==> src/rtl/pcs_tx_pkt_gen.sv <==
// Back-to-back Ethernet frame source for the TX PCS input interface.
// Deterministic payload (seed+index) so a far-end checker can verify each byte.
module pcs_tx_pkt_gen #(
  parameter int DATA_W      = 64,
  parameter int LANE0_CNT_N = 2,
  parameter int IFG_BEATS   = 2,
  parameter int LEN_W       = 11,
  localparam int KEEP_W     = DATA_W / 8
) (
  input  logic                   tx_clk,
  input  logic                   tx_reset,
  input  logic                   en_i,
  input  logic [LEN_W-1:0]       cfg_len_i,
  input  logic                   cfg_err_i,
  input  logic                   pcs_tx_ready_i,
  output logic                   pcs_tx_ctrl_o,
  output logic                   pcs_tx_idle_o,
  output logic                   pcs_tx_term_o,
  output logic                   pcs_tx_err_o,
  output logic [LANE0_CNT_N-1:0] pcs_tx_start_o,
  output logic [DATA_W-1:0]      pcs_tx_data_o,
  output logic [KEEP_W-1:0]      pcs_tx_keep_o,
  output logic [31:0]            frame_cnt_o
);

  localparam int GAP_W = $clog2(IFG_BEATS + 1);
  localparam logic [DATA_W-1:0] SFD_BEAT = DATA_W'(64'hD555_5555_5555_55FB);

  typedef enum logic [1:0] {
    S_IDLE,
    S_START,
    S_DATA,
    S_TERM
  } state_t;

  state_t                   state, state_n;
  logic [GAP_W-1:0]         gap, gap_n, gap_dec;
  logic [LEN_W-1:0]         len_lat, len_n;
  logic [LEN_W-1:0]         k, k_n, rem;
  logic                     err_lat, err_n;
  logic [7:0]               seed, seed_n, base;
  logic [31:0]              cnt_n;
  logic                     ctrl_n, idle_n, term_n, oerr_n;
  logic [LANE0_CNT_N-1:0]   start_n;
  logic [DATA_W-1:0]        data_n, pay;
  logic [KEEP_W-1:0]        keep_n, tail_mask;

  always_ff @(posedge tx_clk) begin
    if (tx_reset) begin
      state          <= S_IDLE;
      gap            <= GAP_W'(IFG_BEATS);
      len_lat        <= '0;
      k              <= '0;
      err_lat        <= 1'b0;
      seed           <= '0;
      frame_cnt_o    <= '0;
      pcs_tx_ctrl_o  <= 1'b1;
      pcs_tx_idle_o  <= 1'b1;
      pcs_tx_term_o  <= 1'b0;
      pcs_tx_err_o   <= 1'b0;
      pcs_tx_start_o <= '0;
      pcs_tx_data_o  <= '0;
      pcs_tx_keep_o  <= '0;
    end else begin
      state          <= state_n;
      gap            <= gap_n;
      len_lat        <= len_n;
      k              <= k_n;
      err_lat        <= err_n;
      seed           <= seed_n;
      frame_cnt_o    <= cnt_n;
      pcs_tx_ctrl_o  <= ctrl_n;
      pcs_tx_idle_o  <= idle_n;
      pcs_tx_term_o  <= term_n;
      pcs_tx_err_o   <= oerr_n;
      pcs_tx_start_o <= start_n;
      pcs_tx_data_o  <= data_n;
      pcs_tx_keep_o  <= keep_n;
    end
  end

  // k counts payload bytes already emitted; the next beat starts at seed+k
  always_comb begin
    rem       = len_lat - k;
    base      = seed + k[7:0];
    tail_mask = ~({KEEP_W{1'b1}} << rem[2:0]);
    gap_dec   = (gap != '0) ? gap - 1'b1 : '0;
    pay       = '0;
    for (int j = 0; j < KEEP_W; j++) begin
      pay[j*8 +: 8] = base + 8'(j);
    end
  end

  always_comb begin
    state_n = state;
    gap_n   = gap;
    len_n   = len_lat;
    k_n     = k;
    err_n   = err_lat;
    seed_n  = seed;
    cnt_n   = frame_cnt_o;
    ctrl_n  = pcs_tx_ctrl_o;
    idle_n  = pcs_tx_idle_o;
    term_n  = pcs_tx_term_o;
    oerr_n  = pcs_tx_err_o;
    start_n = pcs_tx_start_o;
    data_n  = pcs_tx_data_o;
    keep_n  = pcs_tx_keep_o;
    if (pcs_tx_ready_i) begin
      unique case (state)
        S_IDLE: begin
          gap_n = gap_dec;
          if (gap_dec == '0 && en_i) begin
            state_n = S_START;
            ctrl_n  = 1'b1;
            idle_n  = 1'b0;
            start_n = LANE0_CNT_N'(1);
            data_n  = SFD_BEAT;
            keep_n  = '1;
            len_n   = cfg_len_i;
            err_n   = cfg_err_i;
            k_n     = '0;
          end
        end
        S_START, S_DATA: begin
          idle_n  = 1'b0;
          start_n = '0;
          if (rem >= LEN_W'(8)) begin
            state_n = S_DATA;
            ctrl_n  = 1'b0;
            keep_n  = '1;
            data_n  = pay;
            k_n     = k + LEN_W'(8);
          end else begin
            state_n = S_TERM;
            ctrl_n  = 1'b1;
            term_n  = 1'b1;
            oerr_n  = err_lat;
            keep_n  = tail_mask;
            for (int j = 0; j < KEEP_W; j++) begin
              data_n[j*8 +: 8] = tail_mask[j] ? pay[j*8 +: 8] : 8'h00;
            end
          end
        end
        S_TERM: begin
          state_n = S_IDLE;
          gap_n   = GAP_W'(IFG_BEATS);
          seed_n  = seed + 8'd1;
          cnt_n   = frame_cnt_o + 32'd1;
          ctrl_n  = 1'b1;
          idle_n  = 1'b1;
          term_n  = 1'b0;
          oerr_n  = 1'b0;
          start_n = '0;
          data_n  = '0;
          keep_n  = '0;
        end
        default: state_n = S_IDLE;
      endcase
    end
  end

endmodule

==> config.mk <==
export PLATFORM = sky130hd
export DESIGN_NAME = pcs_tx_pkt_gen
export DESIGN_NICKNAME = d
export VERILOG_FILES = /design/src/rtl/pcs_tx_pkt_gen.sv
export SDC_FILE = /design/constraint.sdc
export NUM_CORES = 1
export LEC_CHECK = 0
export CAP_MARGIN = 20
export CORE_MARGIN = 2
export CORE_UTILIZATION = 30
export DETAILED_ROUTE_END_ITERATION = 16
export PLACE_DENSITY = 0.56
export SLEW_MARGIN = 20
export SYNTH_ARGS = -nofsm -noshare
export SYNTH_HDL_FRONTEND = slang
export SYNTH_SLANG_ARGS = --single-unit
==> constraint.sdc <==
create_clock -name tx_clk -period 2.92 [get_ports tx_clk]
set_input_delay 0.438 -clock tx_clk [delete_from_list [all_inputs] [get_ports tx_clk]]
set_output_delay 0.438 -clock tx_clk [all_outputs]
set_load 0.02 [all_outputs]
==> summary.md, run 1 <==
| Metric | Value |
|---|---|
| Detailed-route via count | `6522` |
| Half-perimeter wire length of the detailed placement result | `15560 um` |
| Post-route met1 wirelength | `10150 um` |
| LEAKAGE | `3.289 nW` |
| Drt total wl | `21220 um` |
| Detailed Route Iter0 Violations | `526` |
| #FFs+latches synth | `141` |
| Pins over their slew limit | `0` |
| Type of element launching the critical path | `flip-flop` |
| Yosys warning total | `0` |
| Wire length on met2 | `9657 um` |
| Outcome | `finished clean` |
| Die height | `157.1 um` |
| Filler Cell Count | `2426` |
| Vias in the first global route | `6250` |
| Area used by multi-input combinational logic | `3949 sq um` |
| Post-detailed-route count of antenna-violating nets | `0` |
| Distinct cell type count after synthesis | `62` |
| Initial Utilization | `30.22%` |
| Primary FF master, synth | `sky130_fd_sc_hd__dfxtp_1` |
| Placer's final routability congestion estimate | `0.8838` |
| First-pass detailed-route iteration total | `6` |
| Cell area after placement | `8803 sq um` |
| Peak supply drop | `0.3105 mV` |
| Row count | `56` |
| Highest signal layer in the routed design | `met4` |
| Layout cells sized above 1 | `9.300%` |
| Antenna violations before repair | `0` |
| TritonCTS clock tree | `yes` |
| Most common library cell in the layout ignoring fill and taps | `sky130_fd_sc_hd__dfxtp_1` |
| Largest net degree at the start of global routing | `47` |
| Clock root buffer | `sky130_fd_sc_hd__clkbuf_16` |
| Core Region | `23260 sq um` |
| Total inserted antenna cells | `0` |
| Relative slew margins | `42.82%` |
| Data arrival time of the critical path | `3.03 ns` |
| Mean instance size in the synthesized netlist | `8.250 sq um` |
| Sequential cell area in the final layout | `2823 sq um` |
| Clock Sink Count | `141` |
| Final setup viols | `0` |
| Final clock period utilization by the worst path | `93.04%` |
| Setup slack of the worst register-to-register path | `0.20 ns` |
| Hold Violations, Final | `0` |
| Met3 wire len | `1139 um` |
| Detail-routed via count per cell | `4.945` |
| Max-cap check violation count | `0` |
| Endpoint kind of the worst setup timing path | `flip-flop` |
| Total DRC errors in the routed layout | `0` |
| Total Die Area | `24670 sq um` |
| Gr ovfl total | `0` |
| Latest clock arrival within the worst-skew pair | `0.43 ns` |
| Timing-limited maximum frequency | `368.1 MHz` |
| Unrepaired setup endpoints after global routing | `no` |
| Buffers on Ports | `124` |
| Async SR Flop Fraction | `0%` |
| Number of standard cells after synthesis | `852` |
| H-Tree Depth | `4` |
| Post-Route Skew | `0.01331 ns` |
| Number of flops mapped to enable cells by yosys | `0` |
| Critical-path maximum fanout | `7` |
| I/O pin count | `126` |
| Clock slew seen by the registers of the worst setup and hold paths | `0.06 ns` |
| First-pass GRT wire length | `33710 um` |
| Detailed-route wire length per cell | `16.09 um` |
| Summed instance area of the synthesized netlist | `7029 sq um` |
| Most frequent cells in the layout | `sky130_fd_sc_hd__dfxtp_1 (141), sky130_fd_sc_hd__clkdlybuf4s50_1 (123), sky130_fd_sc_hd__nand2_1 (103)` |
| Net count of the finished layout | `1030` |
| GRT Resource Usage Total | `17.50%` |
| Time the worst path needs with I/O delays and setup | `2.717 ns` |
| X dimension of the die | `157.1 um` |
| Number of buffers added by the clock tree synthesis step | `17` |
| Final core utilization | `40.39%` |
| Clock Tree Buf Depth | `2` |
| Path type of the worst min-delay path | `in2reg` |
| Startpoint-to-endpoint class of the critical path | `reg2reg` |
| Setup TNS after final layout | `0 ns` |
| Required time at the endpoint of the critical path | `3.23 ns` |
| Buffers inserted by post-CTS timing repair | `0` |
| Total power divided by cell area | `496.9 nW/um^2` |
| Transition time at the pin with the least slew margin | `0.8515 ns` |
| Post-synthesis sequential area ratio | `40.16%` |
| Area added between synthesis and finish | `33.68%` |
| Final cell area excluding filler cells | `9397 sq um` |
[worst max-delay path, cell delays in order, from the launching register on]
cell	delay, ns
sky130_fd_sc_hd__dfxtp_1	0.39
sky130_fd_sc_hd__inv_1	0.10
sky130_fd_sc_hd__ha_1	0.34
sky130_fd_sc_hd__or3_1	0.36
sky130_fd_sc_hd__a22o_1	0.21
sky130_fd_sc_hd__nor4_2	0.28
sky130_fd_sc_hd__and4_2	0.40
sky130_fd_sc_hd__nand3_1	0.23
sky130_fd_sc_hd__a32o_1	0.31
[power breakdown]
part           internal [mW]  switching, mW  total (mW)
Sequential              1.98         0.0386        2.02
Combinational          0.222          0.340       0.561
Clock                   1.24          0.851        2.09
[worst paths after layout]
| kind | startpoint | endpoint | cells after the start |
|---|---|---|---|
| worst min register to register | pcs_tx_data_o[53] | pcs_tx_data_o[53] | 2 |
| worst min-delay path | tx_reset | seed[1] | 2 |
| worst max register to register | k[4] | pcs_tx_data_o[25] | 8 |
| worst max-delay path | k[4] | pcs_tx_data_o[25] | 8 |
[cells by family after synthesis]
logic type / share of synthesized area [%]
adders and majority gates: 4.806
other: 0.1068
AOI/OAI and AO/OA: 17.55
xor gates and xnor gates: 9.683
and+or+nand+nor: 22.41
DFF: 40.16
buffers and inverters: 4.272
muxes: 1.015
[stage by stage]
step	setup WS (ns)	hold slack, ns	total power, mW	instances
after global routing	0.02188	0.4598	4.845	1319
after CTS	0.004035	0.4198	4.705	1319
after floorplan	0.3976	0.4318	2.371	854
after global placement	0.1301	0.4410	2.606	1287
final	0.2033	0.4379	4.669	1319
after detailed placement	0.02630	0.4414	2.606	1287
[sequential cells by signal, summed over array words and instances (netlist names)]
register	cells
pcs_tx_data_o	64
frame_cnt_o	32
len_lat	11
k	8
pcs_tx_keep_o	8
seed	8
gap	2
state	2
err_lat	1
pcs_tx_ctrl_o	1
pcs_tx_err_o	1
pcs_tx_idle_o	1
pcs_tx_start_o	1
pcs_tx_term_o	1
[layer usage]
metal,vias to the layer above,GRT usage [%]
met1,3064,23.85
li1,3265,-
met2,169,27.46
met3,24,4.075
met4,0,5.368
met5,-,0
[synthesized netlist by cell type, types with 4 or more instances]
cell	count	area (sq um)
sky130_fd_sc_hd__o211ai_1	4	30.03
sky130_fd_sc_hd__a32o_1	5	50.05
sky130_fd_sc_hd__xnor2_1	37	324.1
sky130_fd_sc_hd__mux2i_1	6	60.06
sky130_fd_sc_hd__a22o_1	6	52.55
sky130_fd_sc_hd__nand2_1	103	386.6
sky130_fd_sc_hd__nor3b_1	4	30.03
sky130_fd_sc_hd__nand3b_1	7	52.55
sky130_fd_sc_hd__dfxtp_1	141	2823
sky130_fd_sc_hd__nor2b_1	4	25.02
sky130_fd_sc_hd__or3_1	15	93.84
sky130_fd_sc_hd__and3_1	5	31.28
sky130_fd_sc_hd__clkbuf_1	42	157.7
sky130_fd_sc_hd__nor2_1	95	356.6
sky130_fd_sc_hd__and4_1	6	52.55
sky130_fd_sc_hd__a21oi_1	49	245.2
sky130_fd_sc_hd__a31oi_1	9	56.30
sky130_fd_sc_hd__o31ai_1	14	105.1
sky130_fd_sc_hd__ha_1	27	337.8
sky130_fd_sc_hd__xor2_1	37	324.1
sky130_fd_sc_hd__inv_1	25	93.84
sky130_fd_sc_hd__nor3_1	23	115.1
sky130_fd_sc_hd__o21ai_0	45	225.2
sky130_fd_sc_hd__o22ai_1	11	68.82
sky130_fd_sc_hd__nand4_1	20	125.1
sky130_fd_sc_hd__buf_2	6	30.03
sky130_fd_sc_hd__a211oi_1	19	142.6
sky130_fd_sc_hd__o2bb2ai_1	5	43.79
sky130_fd_sc_hd__nand3_1	28	140.1
[repair_timing]
| item | CTS | global route |
|---|---|---|
| setup endpoints to repair | 0 | 22 |
| gates resized for setup | 0 | 7 |
| hold buffers | 0 | 0 |
[cell type report]
class                      count  area share (%)
clock buffer                  23           5.087
multi-input combinational    636           42.02
inverter                      25          0.9987
clock inverter                 9          0.9321
sequential                   141           30.04
tap                          319           4.248
timing repair buffer         166           16.67
No activity file was read; power rests on OpenSTA's default activity.
==> inputs of run 2 (changes only) <==
--- a/config.mk
+++ b/config.mk
@@ -9,7 +9,7 @@
 export CORE_MARGIN = 2
 export CORE_UTILIZATION = 30
 export DETAILED_ROUTE_END_ITERATION = 16
-export PLACE_DENSITY = 0.56
+export SETUP_SLACK_MARGIN = 0.02
 export SLEW_MARGIN = 20
 export SYNTH_ARGS = -nofsm -noshare
 export SYNTH_HDL_FRONTEND = slang
==> run 2 against run 1 <==
  * Sequential share of layout area is 0.26 points lower
  * Worst setup slack gained 0.0086 ns
  * Sequential power barely moved
  * Non-clock buffer count unchanged
  * Critical path depth did not move
  * Wire length down 0.32%
  * Clock power up 19%
  * Largest cell class unchanged
==> summary.md, run 2 (synthesis gave the netlist of run 1 again) <==
| Metric | Value |
|---|---|
| Latest clock arrival within the worst-skew pair | `0.42 ns` |
| I/O pin count | `126` |
| Critical-path maximum fanout | `7` |
| Hold Violations, Final | `0` |
| GRT Resource Usage Total | `17.08%` |
| Number of buffers inserted for hold repair after clock tree synthesis | `0` |
| Area added between synthesis and finish | `35.03%` |
| Startpoint-to-endpoint class of the critical path | `reg2reg` |
| TritonCTS clock tree | `yes` |
| Antenna violations before repair | `0` |
| Worst-case reg-to-reg path depth | `8` |
| Final core utilization | `40.80%` |
| Most frequent cells in the layout | `sky130_fd_sc_hd__dfxtp_1 (138), sky130_fd_sc_hd__clkdlybuf4s50_1 (123), sky130_fd_sc_hd__nand2_1 (103)` |
| Total power divided by cell area | `532.5 nW/um^2` |
| Outcome | `finished clean` |
| Top reg by flops | `pcs_tx_data_o` |
| Timing-limited maximum frequency | `369.3 MHz` |
| Count of placed standard cells including taps | `1287` |
| Comb pwr share | `11.0%` |
| Layout cells sized above 1 | `9.800%` |
| Data arrival time of the critical path | `3.07 ns` |
| Most common library cell in the layout ignoring fill and taps | `sky130_fd_sc_hd__dfxtp_1` |
| Die height | `157.1 um` |
| Post-layout total power | `5.054 mW` |
| Net count of the finished layout | `1030` |
| Filler Cell Count | `2384` |
| Instance count along the most critical hold path | `2` |
| Detailed-route via count | `6507` |
| Final cell area excluding filler cells | `9492 sq um` |
| Largest net degree at the start of global routing | `52` |
| Initial Utilization | `30.22%` |
| Peak supply drop | `0.3197 mV` |
| Pins over their slew limit | `0` |
| Transition time at the pin with the least slew margin | `0.8212 ns` |
| Buffers inserted by post-CTS timing repair | `0` |
| Time the worst path needs with I/O delays and setup | `2.708 ns` |
| First-pass GRT wire length | `33240 um` |
| LEAKAGE | `3.344 nW` |
| Detail-routed via count per cell | `4.933` |
| Buffers on Ports | `124` |
| Sequential fraction of design power | `39.9%` |
| Number of buffers added by the clock tree synthesis step | `17` |
| Unrepaired setup endpoints after global routing | `no` |
| Endpoint kind of the worst setup timing path | `flip-flop` |
| Total Die Area | `24670 sq um` |
| Final clock period utilization by the worst path | `92.74%` |
| Clock Tree Buf Depth | `2` |
| Total DRC errors in the routed layout | `0` |
| Filler-free cell count of the finished design | `1319` |
| H-Tree Depth | `4` |
| Half-perimeter wire length of the detailed placement result | `15480 um` |
| First-pass detailed-route iteration total | `5` |
| Final setup viols | `0` |
| Type of element launching the critical path | `flip-flop` |
| Path type of the worst min-delay path | `in2reg` |
| Max-cap check violation count | `0` |
| Clock slew seen by the registers of the worst setup and hold paths | `0.07 ns` |
| Setup TNS after final layout | `0 ns` |
| Power share of the clock group | `49.1%` |
| Drt total wl | `21160 um` |
| Cell area after placement | `8786 sq um` |
| Post-Route Skew | `0.01207 ns` |
| Required time at the endpoint of the critical path | `3.28 ns` |
| Net Sw Frac | `25.63%` |
| Post-detailed-route count of antenna-violating nets | `0` |
| Vias in the first global route | `6127` |
| Detailed-route wire length per cell | `16.04 um` |
| Top flop regs | `pcs_tx_data_o: 64 flops, frame_cnt_o: 32 flops, len_lat: 11 flops` |
| Sw power | `1.296 mW` |
| Core Region | `23260 sq um` |
| Relative slew margins | `44.86%` |
| Gr ovfl total | `0` |
| Row count | `56` |
| Clock Sink Count | `141` |
| Clock root buffer | `sky130_fd_sc_hd__clkbuf_16` |
| Flip-flop count of the largest register after layout | `64` |
| X dimension of the die | `157.1 um` |
| Placer's final routability congestion estimate | `0.8345` |
| Total inserted antenna cells | `0` |
| Internal Power | `3.759 mW` |
| Detailed Route Iter0 Violations | `465` |
[run 2: cell type report]
type	count	area, sq um	share of cell area (%)
inverters	25	93.84	0.9887
well taps	319	399.1	4.205
flip-flops and latches	141	2826	29.78
repair buffers	166	1562	16.45
clock inverters	14	227.7	2.399
multi-input cells	636	3944	41.55
clock buffers	18	439.2	4.627
[run 2: layer usage]
layer	part of all wire [%]	GRT usage [%]	up-vias
li1	-	-	3255
met1	50	23.90	3114
met2	46	27.30	126
met3	3.9	2.974	12
met4	0.76	4.242	0
met5	0	0	-
[run 2: timing repair]
item,4_1_cts,5_1_grt
setup endpoints to repair,1,47
hold endpoints to repair,0,0
gates resized for setup,1,11
pin swaps,0,2
[run 2: worst max-delay path, cell delays in order (launching register included)]
cell and delay (ns):
sky130_fd_sc_hd__dfxtp_2 0.39, sky130_fd_sc_hd__inv_1 0.09, sky130_fd_sc_hd__ha_1 0.31, sky130_fd_sc_hd__o211ai_1 0.29, sky130_fd_sc_hd__o211ai_1 0.16, sky130_fd_sc_hd__and4_1 0.30
sky130_fd_sc_hd__or2_1 0.36, sky130_fd_sc_hd__a31oi_1 0.53, sky130_fd_sc_hd__a22o_1 0.21
[run 2: power by group through the flow]
stage	clock network [mW]	registers (mW)	logic (mW)
3_3_place_gp	0	2.06	0.539
2_1_floorplan	0	2.10	0.267
3_5_place_dp	0	2.06	0.541
6_report	2.48	2.02	0.554
5_1_grt	2.60	2.02	0.594
4_1_cts	2.53	2.02	0.546
[run 2: through the flow]
step                worst slack (ns)  hold WS, ns
floorplan                     0.3976       0.4318
global placement              0.1010       0.4373
detailed placement           0.02762       0.4453
CTS                          0.01976       0.3990
global route                 0.06449       0.3904
finish                        0.2119       0.3892
[run 2: path summary, 6_finish.rpt]
kind / start / to / slack (ns)
hold / removal: tx_reset / pcs_tx_data_o[63] / 0.39
setup / recovery: k[3] / pcs_tx_data_o[39] / 0.21
hold reg to reg: pcs_tx_data_o[55] / pcs_tx_data_o[55] / 0.45
setup reg to reg: k[3] / pcs_tx_data_o[39] / 0.21
